## config.mk

```make
export PLATFORM = sky130hd
export DESIGN_NAME = alu_arbiter_flat
export DESIGN_NICKNAME = d
export VERILOG_FILES = /design/src/rtl/alu_arbiter_if.sv /design/src/rtl/alu_arbiter.sv /design/src/flat_wrapper.sv
export SDC_FILE = /design/constraint.sdc
export NUM_CORES = 1
export LEC_CHECK = 0
export CORE_MARGIN = 10
export CORE_UTILIZATION = 26
export CTS_BUF_LIST = sky130_fd_sc_hd__clkbuf_8 sky130_fd_sc_hd__clkbuf_16
export DETAILED_ROUTE_END_ITERATION = 10
export PLACE_DENSITY_LB_ADDON = 0.12
export REMOVE_ABC_BUFFERS = 1
export SLEW_MARGIN = 0
export SYNTH_ARGS = -nofsm -noshare
export SYNTH_HDL_FRONTEND = slang
export SYNTH_SLANG_ARGS = --single-unit
```

## constraint.sdc

```tcl
create_clock -name clk -period 2.4 [get_ports clk]
set_clock_uncertainty 0.2 [all_clocks]
set_input_delay 0.48 -clock clk [delete_from_list [all_inputs] [get_ports clk]]
set_output_delay 0.48 -clock clk [all_outputs]
set_load 0.02 [all_outputs]
```

## src/rtl/alu_arbiter_if.sv

```systemverilog
// Request, shared-ALU and response signals for alu_arbiter.
// The slave modport is the arbiter; master is the requester/consumer side.
interface alu_arbiter_if #(
  parameter int DATA_WIDTH = 32
);
  logic                  req0_valid;
  logic                  req0_ready;
  logic [3:0]            req0_opcode;
  logic [DATA_WIDTH-1:0] req0_a;
  logic [DATA_WIDTH-1:0] req0_b;

  logic                  req1_valid;
  logic                  req1_ready;
  logic [3:0]            req1_opcode;
  logic [DATA_WIDTH-1:0] req1_a;
  logic [DATA_WIDTH-1:0] req1_b;

  logic [3:0]            alu_opcode;
  logic [DATA_WIDTH-1:0] alu_a;
  logic [DATA_WIDTH-1:0] alu_b;
  logic [DATA_WIDTH-1:0] alu_result;

  logic                  rsp_valid;
  logic                  rsp_ready;
  logic                  rsp_id;
  logic [DATA_WIDTH-1:0] rsp_data;

  modport slave (
    input  req0_valid, req0_opcode, req0_a, req0_b,
    output req0_ready,
    input  req1_valid, req1_opcode, req1_a, req1_b,
    output req1_ready,
    output alu_opcode, alu_a, alu_b,
    input  alu_result,
    output rsp_valid, rsp_id, rsp_data,
    input  rsp_ready
  );

  modport master (
    output req0_valid, req0_opcode, req0_a, req0_b,
    input  req0_ready,
    output req1_valid, req1_opcode, req1_a, req1_b,
    input  req1_ready,
    input  alu_opcode, alu_a, alu_b,
    output alu_result,
    input  rsp_valid, rsp_id, rsp_data,
    output rsp_ready
  );
endinterface

```

## src/rtl/alu_arbiter.sv

```systemverilog
// Two-port arbiter in front of one shared combinational ALU, with a
// one-deep tagged response register. Round-robin or port-0 fixed priority.
module alu_arbiter #(
  parameter int DATA_WIDTH     = 32,
  parameter int FIXED_PRIORITY = 0
) (
  input  logic          clk,
  input  logic          rst_n,
  alu_arbiter_if.slave  bus
);
  logic                  rsp_valid_q;
  logic                  rsp_id_q;
  logic [DATA_WIDTH-1:0] rsp_data_q;
  logic                  ptr_q;

  logic free;
  logic grant_any;
  logic grant_id;
  logic accept;

  always_comb begin
    free      = !rsp_valid_q || bus.rsp_ready;
    grant_any = bus.req0_valid || bus.req1_valid;
    // Port 1 wins when alone, or under contention when the pointer names it.
    grant_id  = bus.req1_valid &&
                (!bus.req0_valid || ((FIXED_PRIORITY == 0) && ptr_q));
    accept    = free && grant_any;
  end

  assign bus.req0_ready = accept && !grant_id;
  assign bus.req1_ready = accept && grant_id;

  // With no grant grant_id is 0, so the ALU idles on port 0's fields.
  assign bus.alu_opcode = grant_id ? bus.req1_opcode : bus.req0_opcode;
  assign bus.alu_a      = grant_id ? bus.req1_a      : bus.req0_a;
  assign bus.alu_b      = grant_id ? bus.req1_b      : bus.req0_b;

  always_ff @(posedge clk or negedge rst_n) begin
    if (!rst_n) begin
      rsp_valid_q <= 1'b0;
      rsp_id_q    <= 1'b0;
      rsp_data_q  <= '0;
      ptr_q       <= 1'b0;
    end else if (accept) begin
      rsp_valid_q <= 1'b1;
      rsp_id_q    <= grant_id;
      rsp_data_q  <= bus.alu_result;
      if (FIXED_PRIORITY == 0) ptr_q <= !grant_id;
    end else if (bus.rsp_ready) begin
      rsp_valid_q <= 1'b0;
    end
  end

  assign bus.rsp_valid = rsp_valid_q;
  assign bus.rsp_id    = rsp_id_q;
  assign bus.rsp_data  = rsp_data_q;
endmodule

```

## src/flat_wrapper.sv

```systemverilog
// flat-port wrapper written by rule: the top's interface ports become plain ports
module alu_arbiter_flat 
#(
  parameter int DATA_WIDTH     = 32,
  parameter int FIXED_PRIORITY = 0
)
  (clk, rst_n, bus_req0_valid, bus_req0_opcode, bus_req0_a, bus_req0_b, bus_req0_ready, bus_req1_valid, bus_req1_opcode, bus_req1_a, bus_req1_b, bus_req1_ready, bus_alu_opcode, bus_alu_a, bus_alu_b, bus_alu_result, bus_rsp_valid, bus_rsp_id, bus_rsp_data, bus_rsp_ready);
  alu_arbiter_if #(.DATA_WIDTH(DATA_WIDTH)) bus_i ();
  input  logic clk;
  input  logic rst_n;
  input wire logic [$bits(bus_i.req0_valid)-1:0] bus_req0_valid;
  input wire logic [$bits(bus_i.req0_opcode)-1:0] bus_req0_opcode;
  input wire logic [$bits(bus_i.req0_a)-1:0] bus_req0_a;
  input wire logic [$bits(bus_i.req0_b)-1:0] bus_req0_b;
  output wire logic [$bits(bus_i.req0_ready)-1:0] bus_req0_ready;
  input wire logic [$bits(bus_i.req1_valid)-1:0] bus_req1_valid;
  input wire logic [$bits(bus_i.req1_opcode)-1:0] bus_req1_opcode;
  input wire logic [$bits(bus_i.req1_a)-1:0] bus_req1_a;
  input wire logic [$bits(bus_i.req1_b)-1:0] bus_req1_b;
  output wire logic [$bits(bus_i.req1_ready)-1:0] bus_req1_ready;
  output wire logic [$bits(bus_i.alu_opcode)-1:0] bus_alu_opcode;
  output wire logic [$bits(bus_i.alu_a)-1:0] bus_alu_a;
  output wire logic [$bits(bus_i.alu_b)-1:0] bus_alu_b;
  input wire logic [$bits(bus_i.alu_result)-1:0] bus_alu_result;
  output wire logic [$bits(bus_i.rsp_valid)-1:0] bus_rsp_valid;
  output wire logic [$bits(bus_i.rsp_id)-1:0] bus_rsp_id;
  output wire logic [$bits(bus_i.rsp_data)-1:0] bus_rsp_data;
  input wire logic [$bits(bus_i.rsp_ready)-1:0] bus_rsp_ready;
  assign bus_i.req0_valid = bus_req0_valid;
  assign bus_i.req0_opcode = bus_req0_opcode;
  assign bus_i.req0_a = bus_req0_a;
  assign bus_i.req0_b = bus_req0_b;
  assign bus_req0_ready = bus_i.req0_ready;
  assign bus_i.req1_valid = bus_req1_valid;
  assign bus_i.req1_opcode = bus_req1_opcode;
  assign bus_i.req1_a = bus_req1_a;
  assign bus_i.req1_b = bus_req1_b;
  assign bus_req1_ready = bus_i.req1_ready;
  assign bus_alu_opcode = bus_i.alu_opcode;
  assign bus_alu_a = bus_i.alu_a;
  assign bus_alu_b = bus_i.alu_b;
  assign bus_i.alu_result = bus_alu_result;
  assign bus_rsp_valid = bus_i.rsp_valid;
  assign bus_rsp_id = bus_i.rsp_id;
  assign bus_rsp_data = bus_i.rsp_data;
  assign bus_i.rsp_ready = bus_rsp_ready;
  alu_arbiter #(.DATA_WIDTH(DATA_WIDTH), .FIXED_PRIORITY(FIXED_PRIORITY)) u_core (.clk(clk), .rst_n(rst_n), .bus(bus_i));
endmodule
```

==> results list, run 1 <==
- Status: finished clean
- Across the run, the number of max-cap violations was 0.
- Relative slew slack: 0.699
* Data required time of the worst path: 1.72 ns
- IR analysis of the VDD net gives a maximum drop of 0.000483 V.
- Design internal power: 1730 uW
* Ys async rst share: 1.00
- Of the total power, the share spent switching nets is 0.329.
- Starting Density: 0.267
- The synthesized design spends more area on one cell type than any other, namely sky130_fd_sc_hd__mux2_2.
- Cell at the slowest stage of the critical path: sky130_fd_sc_hd__dfrtp_1
* Pre-Repair DR Iteration Count: 4
* Largest net degree at the start of global routing: 36
- In the final design database the tool counted 627 nets.
* Critical R2R Capture: u_core.bus.rsp_data[15]
- By instance count, the cell type seen most on the critical path is sky130_fd_sc_hd__buf_6.
* Critical path launch point type: flop
- In the final routed layout, each cell accounts on average for 24.0 um.
* Global route total overflow: 0
* Detail Placement HPWL: 11100 um
* Smallest hold slack: 0.288 ns
* Primary flip-flop cell chosen by synthesis mapping: sky130_fd_sc_hd__dfrtp_1
- Traced cell by cell, the critical path runs through o21ai_4 > buf_6 > buf_6 > clkbuf_16 > mux2_4 > buf_6.
* Slew at the pin closest to its max-slew limit: 0.451 ns
- Synth Area in Adders: 0
- Number of design rule violations left after detail routing: 0
- In this run the worst path has a maximum fanout of 5.
* Place WS: -0.794 ns
* Most numerous cell in the Yosys netlist: sky130_fd_sc_hd__mux2_2
* Maximum cell stage delay along the critical path: 0.41 ns
* Number of warnings issued by yosys: 0
* Top cell family by delay on the critical path: buffers and inverters
* Post-route minimum period: 2.39 ns
- The startpoint identified for the worst register-to-register timing path is u_core.bus.rsp_valid.
- Wire length reported by the detailed router: 13400 um
* Cell count along the critical path: 6
* Yosys top cell area share: 0.473
* Number of antenna violations at the first check in global routing: 1
* Combinational family with the most area after synthesis: multiplexers
- XOR/XNOR share of the synthesized area: 0
* Setup slack on the worst flop-to-flop path: 0.77 ns
* Pins over their slew limit: 0
- Number of I/O port buffers: 276
* Worst skew pair latency: 0.28 ns
- Synthesis produced a netlist whose cell count is 158.
* Routed via count: 2507
* Sequential cell fraction of total power: 0.277
- From bottom edge to top edge, the die measures 112 um.
* Die footprint: 12500 um^2
- In this run, distinct cell masters in the synthesized netlist total 15.
- Number of H-tree levels: 2
- Chip width: 112 um
- Finished Core Util: 0.645
* Combinational group share of total power: 0.551
* CTS max path bufs: 2
* Area of the core region: 8220 um^2
- Of the available clock period, the critical path in the final layout requires 0.997.
* Clock Sink Count: 35
- Flip-flop and latch count after synthesis: 35
* Gp weighted congestion: 0.867
- P&R area growth vs syn: 142%
- The initialized floorplan defines 33 standard-cell rows.
* Total power after layout: 2580 uW
* Post-synthesis cell area: 2190 um^2
* Clk pwr share: 0.171
- Setup violations remaining at the end of the flow were counted as 0.
- Psw: 849 uW
- Post-synthesis share of cell area spent on and, or, nand and nor gates: 0.0183
- Count of flip-flops with a built-in enable after synthesis: 0
- Area of all placed cells without fillers: 5300 um^2
- Ranking of synthesized cells by instance count: sky130_fd_sc_hd__mux2_2 (92), sky130_fd_sc_hd__dfrtp_1 (35), sky130_fd_sc_hd__buf_6 (8), sky130_fd_sc_hd__mux2_1 (8)
* Clock tree from TritonCTS: done
- Clock-pin slew was measured on the worst setup and hold paths at 0.07 ns.
- Launching element of the worst setup path: u_core.ptr_q
- Routed via count divided by cell count: 4.47
- Dividing total power by cell area gives a power density of 486 nW/um^2.
* Post-synthesis sequential area ratio: 0.400
- The first routing iteration left 109 violations.
* Vias in the first global route: 2768
- The worst setup path is captured at a primary output.
* Critical path start-end classification: reg -> out
- Each instance of the synthesized netlist takes up on average 13.9 um^2.
- DP Area: 5100 um^2
- Dominant cells by area after synthesis: sky130_fd_sc_hd__mux2_2 (47%), sky130_fd_sc_hd__dfrtp_1 (40%), sky130_fd_sc_hd__buf_6 (4.1%), sky130_fd_sc_hd__mux2_1 (4.1%), sky130_fd_sc_hd__o21ai_4 (0.74%)
- Setup repair after global routing could not meet its margin everywhere.
* Fin worst setup slack: 0.00679 ns
- Count of buffering cells on the critical path with inverters included: 4
* Clock buffers created by TritonCTS: 5
* Maximum clock rate: 418 MHz
- STA puts the critical path data arrival time at 1.71 ns.
* Post-synthesis compound-gate area fraction: 0.0188
- The tightest min-delay check is of the reg -> reg type.
* Hold violation count in the final report: 0
* Layout cells sized above 1: 0.435
- Hold bufs inserted after CTS: 0
* Leakage power summed over all cells: 0.00230 uW
- Worst-case reg-to-reg path depth: 4
- First-pass GRT wire length: 18900 um
* CTS Root Buffer Type: sky130_fd_sc_hd__clkbuf_8
* Boundary Pins: 277
- The portion of synthesized area spent on multiplexers is 0.514.
- The critical path ends at bus_alu_b[21].
- Across every metal layer, demand over resource in global routing totals 0.195.
- The detail route stage leaves a number of antenna-violating nets equal to 0.
==> layout make-up <==
class                   instances  area, um^2
diodes                          1        2.50
clock buffers                   6        82.6
clock inverters                 2        12.5
fillers                       662        2920
inverters                       1        3.75
multi-input cells             112        1290
flip-flops and latches         35         876
well taps                     105         131
repair buffers                299        2900
==> metal layers <==
metal,GRT usage,share of wire
met5,0,0
met4,0.0223,0.0033
met3,0.0955,0.10
met2,0.358,0.52
met1,0.202,0.37
==> how the worst min path moves through the flow <==
| stage | start | to | depth (start not counted) |
|---|---|---|---|
| floorplan | rst_n | u_core.bus.rsp_data[0] | 0 |
| global placement | u_core.bus.rsp_data[23] | u_core.bus.rsp_data[23] | 1 |
| detailed placement | u_core.bus.rsp_data[22] | u_core.bus.rsp_data[22] | 1 |
| CTS | u_core.bus.rsp_data[22] | u_core.bus.rsp_data[22] | 1 |
| global route | u_core.bus.rsp_data[28] | u_core.bus.rsp_data[28] | 1 |
| finish | u_core.bus.rsp_data[22] | u_core.bus.rsp_data[22] | 1 |
==> placed cells by master (no fill, tap or decap), drive strengths merged <==
master / count
a21oi: 2
a31oi: 1
and2b: 1
buf: 91
clkbuf: 9
clkdlybuf4s15: 1
clkdlybuf4s50: 204
clkinv: 1
dfrtp: 35
diode: 1
inv: 2
mux2: 100
nand2: 2
nand2b: 1
nor2: 3
o21ai: 1
o2bb2ai: 1
==> kinds of logic after synthesis <==
| logic type | after synthesis |
|---|---|
| mux | 100 |
| buf+inv | 11 |
| flops | 35 |
| compound gates | 5 |
| simple gates | 7 |
==> state kept, by name, indices dropped and copies added (netlist names) <==
name and count:
u_core.bus.rsp_data 32, u_core.bus.rsp_id 1, u_core.bus.rsp_valid 1, u_core.ptr_q 1
==> metrics by stage <==
stage	instances	setup TNS (ns)
final	561	0
after global routing	561	-1.10
after CTS	557	-0.691
after detailed placement	540	-49.52
after global placement	540	-48.93
after floorplan	148	-31.90
==> what timing repair did <==
item                                    4_1_cts  5_1_grt
endpoints found under the setup margin       69       67
resized for setup                           340       23
setup buffers                                 5        2
endpoints found under the hold margin         0        0
cloned                                        4        1
pin swaps                                     1        1
==> power by group through the flow <==
stage,clock network (uW),logic [uW],registers (uW)
5_1_grt,484,1490,726
3_5_place_dp,0,1360,727
3_3_place_gp,0,1350,722
4_1_cts,459,1400,716
6_report,442,1420,715
2_1_floorplan,0,456,827
(Power assumes the default switching activity.)
==> run 2, diff against run 1 <==
--- a/config.mk
+++ b/config.mk
@@ -9,6 +9,7 @@
 export CORE_UTILIZATION = 26
 export CTS_BUF_LIST = sky130_fd_sc_hd__clkbuf_8 sky130_fd_sc_hd__clkbuf_16
 export DETAILED_ROUTE_END_ITERATION = 10
+export HOLD_SLACK_MARGIN = 0.08
 export PLACE_DENSITY_LB_ADDON = 0.12
 export REMOVE_ABC_BUFFERS = 1
 export SLEW_MARGIN = 0
==> results of run 2 <==
The final DEF is identical to that of run 1; final timing and power are the same.
==> run 3, diff against run 2 <==
--- a/config.mk
+++ b/config.mk
@@ -8,6 +8,7 @@
 export CORE_MARGIN = 10
 export CORE_UTILIZATION = 26
 export CTS_BUF_LIST = sky130_fd_sc_hd__clkbuf_8 sky130_fd_sc_hd__clkbuf_16
+export CTS_CLUSTER_SIZE = 28
 export DETAILED_ROUTE_END_ITERATION = 10
 export HOLD_SLACK_MARGIN = 0.08
 export PLACE_DENSITY_LB_ADDON = 0.12
@@ -16,3 +17,4 @@
 export SYNTH_ARGS = -nofsm -noshare
 export SYNTH_HDL_FRONTEND = slang
 export SYNTH_SLANG_ARGS = --single-unit
+export TNS_END_PERCENT = 5
==> run 3 against run 2 <==
Clock power about the same. Sequential power about the same. Routed wire length unchanged. Highest routed layer unchanged. Worst hold slack unchanged. Via count unchanged. Maximum frequency unchanged.
==> results list, run 3 (synthesis gave the netlist of run 1 again) <==
* Boundary Pins: 277 (unchanged)
* Routed via count: 2507 (unchanged)
* Area of the core region: 8220 um^2 (unchanged)
- The dominant cell type by count on the critical path was sky130_fd_sc_hd__buf_6 (unchanged).
* Wire length reported by the detailed router: 13400 um (unchanged)
* Number of routed nets with antenna violations: 0 (unchanged)
- The maximum frequency from static timing analysis came to 418 MHz (unchanged).
- The transition time at the pin with the least slew margin was 0.451 ns (unchanged).
- The total power density per cell area came to 486 nW/um^2 (unchanged).
- The setup TNS came to 0 ns (unchanged).
- The maximum number of pins on one net before global-route repair was 36 (unchanged).
* Max reg flops: 32 (unchanged)
- Cell breakdown of the critical path: o21ai_4 > buf_6 > buf_6 > clkbuf_16 > mux2_4 > buf_6 (unchanged).
* Die footprint: 12500 um^2 (unchanged)
* CTS max path bufs: 2 (unchanged)
- Critical Path Sink Type: primary output (unchanged)
- Status: finished clean (unchanged).
- Number of design rule violations left after detail routing: 0 (unchanged)
- The clock-pin slew of the registers on the worst-case setup and hold paths is 0.07 ns (about the same).
- Standard-cell row count: 33 (unchanged)
* Number of violations reported at the end of detailed-routing iteration 0: 109 (unchanged)
- Detailed-route wire length per cell: 24.0 um (unchanged)
- The delay contributed by the slowest stage of the critical path came to 0.41 ns (about the same).
* Leakage power summed over all cells: 0.00230 uW (unchanged)
- Cell at the slowest stage of the critical path: sky130_fd_sc_hd__dfrtp_1 (unchanged)
- Number of antenna violations at the first check in global routing: 1 (unchanged)
* Critical path launch point type: flop (unchanged)
- Clock tree from TritonCTS: done (unchanged)
- Total power after layout: 2580 uW (unchanged)
- Most frequent cells in the layout: sky130_fd_sc_hd__clkdlybuf4s50_1 (204), sky130_fd_sc_hd__mux2_2 (71), sky130_fd_sc_hd__buf_2 (45), sky130_fd_sc_hd__dfrtp_1 (35), sky130_fd_sc_hd__buf_6 (25) (unchanged)
* Chip width: 112 um (unchanged)
- The first-pass GRT wire length was 18900 um (unchanged).
* Pre-Repair DR Iteration Count: 4 (unchanged)
- The count of port buffers added during placement was 276 (unchanged).
- Relative slew slack: 0.699 (unchanged)
* Number of setup violations in the final report: 0 (unchanged)
- Gp weighted congestion: 0.867 (unchanged)
* CTS Root Buffer Type: sky130_fd_sc_hd__clkbuf_8 (unchanged)
- The layout overhead on the synthesized area was 142% (unchanged).
* Largest driver fanout on the critical path: 5 (unchanged)
- The initial standard-cell utilization of the core was 0.267 (unchanged).
- The final HPWL from detailed placement was 11100 um (unchanged).
- The worst path arrival time came to 1.71 ns (about the same).
- The number of pins exceeding their max-slew limit in the final report was 0 (unchanged).
- Worst skew pair latency: 0.28 ns (about the same)
- Maximum resistive drop on vdd: 0.000483 V (unchanged)
* Unrepaired setup endpoints after global routing: yes (unchanged)
- Routed via count divided by cell count: 4.47 (unchanged)
- Share of the cycle needed by the critical path after routing: 0.997 (unchanged)
- Gr usage total: 0.195 (unchanged)
- Most common cell after layout, fill and taps aside: sky130_fd_sc_hd__clkdlybuf4s50_1 (unchanged)
- Number of H-tree levels: 2 (unchanged)
- The via count of the first global-routing pass is 2768 (unchanged).
* Global route total overflow: 0 (unchanged)
* Top cell family by delay on the critical path: buffers and inverters (unchanged)
* Clock Sink Count: 35 (unchanged)
* Worst min-delay path class: reg -> reg (unchanged)
- The fraction of final layout cells sized beyond drive strength 1 is 0.435 (unchanged).
- Count of buffering cells on the critical path with inverters included: 4 (unchanged)
* Hold violation count in the final report: 0 (unchanged)
- DIE HEIGHT: 112 um (unchanged)
* Clock buffers created by TritonCTS: 5 (unchanged)
- Post-route minimum period: 2.39 ns (unchanged)
- Max_cap viols: 0 (unchanged)
- Final net count: 627 (unchanged)
- The required time at the endpoint of the critical path came to 1.72 ns (about the same).
- Hold bufs inserted after CTS: 0 (unchanged)
- Critical path start-end classification: reg -> out (unchanged)
run 3: cell counts in the layout (fill, tap and decap cells not counted):
Identical to the previous run, type by type.
run 3: final timing paths:
| kind | start | end | slack, ns | depth (start not counted) |
|---|---|---|---|---|
| worst max-delay path | u_core.ptr_q | bus_alu_b[21] | 0.007 | 6 |
| worst min-delay path | u_core.bus.rsp_data[22] | u_core.bus.rsp_data[22] | 0.29 | 1 |
| worst max register to register | u_core.bus.rsp_valid | u_core.bus.rsp_data[15] | 0.77 | 4 |
| worst min register to register | u_core.bus.rsp_data[22] | u_core.bus.rsp_data[22] | 0.29 | 1 |
| max in group asynchronous | rst_n | u_core.bus.rsp_data[25] | 1.26 | 2 |
| min in group asynchronous | rst_n | u_core.bus.rsp_data[24] | 0.41 | 2 |
run 3: what timing repair did:
action	4_1_cts	5_1_grt
hold endpoints to repair	0	0
endpoints found under the setup margin	69	67
buffers inserted	5	2
pin swaps	1	1
gates resized for setup	340	23
gates cloned	4	1
run 3: final cells by class:
class | instances | area (um^2)
Tap cell | 105 | 131
Inverter | 1 | 3.75
Fill cell | 662 | 2920
Antenna cell | 1 | 2.50
Clock inverter | 2 | 12.5
Multi-Input combinational cell | 112 | 1290
Timing Repair Buffer | 299 | 2900
Sequential cell | 35 | 876
Clock buffer | 6 | 82.6
run 3: power breakdown:
group          switching [uW]  leakage (uW)  internal [uW]
Sequential               42.3      0.000406            673
Combinational             596       0.00184            826
Clock                     211     0.0000526            231
Total                     849       0.00230           1730
run 3: stage by stage:
| stage | std cells | cell area [um^2] | setup WS (ns) | hold WS [ns] | utilization |
|---|---|---|---|---|---|
| finish | 561 | 5300 | 0.00679 | 0.288 | 0.645 |
| global route | 561 | 5300 | -0.0591 | 0.318 | 0.645 |
| global placement | 540 | 5100 | -0.771 | 0.268 | 0.621 |
| CTS | 557 | 5210 | -0.0757 | 0.293 | 0.634 |
| detailed placement | 540 | 5100 | -0.794 | 0.281 | 0.621 |
| floorplan | 148 | 2090 | -0.465 | -0.0156 | - |
run 3: metal layers:
layer,vias up,global-route usage,share of wire
li1,1176,-,-
met1,1194,0.202,0.37
met2,133,0.358,0.52
met3,4,0.0955,0.10
met4,0,0.0223,0.0033
met5,-,0,0
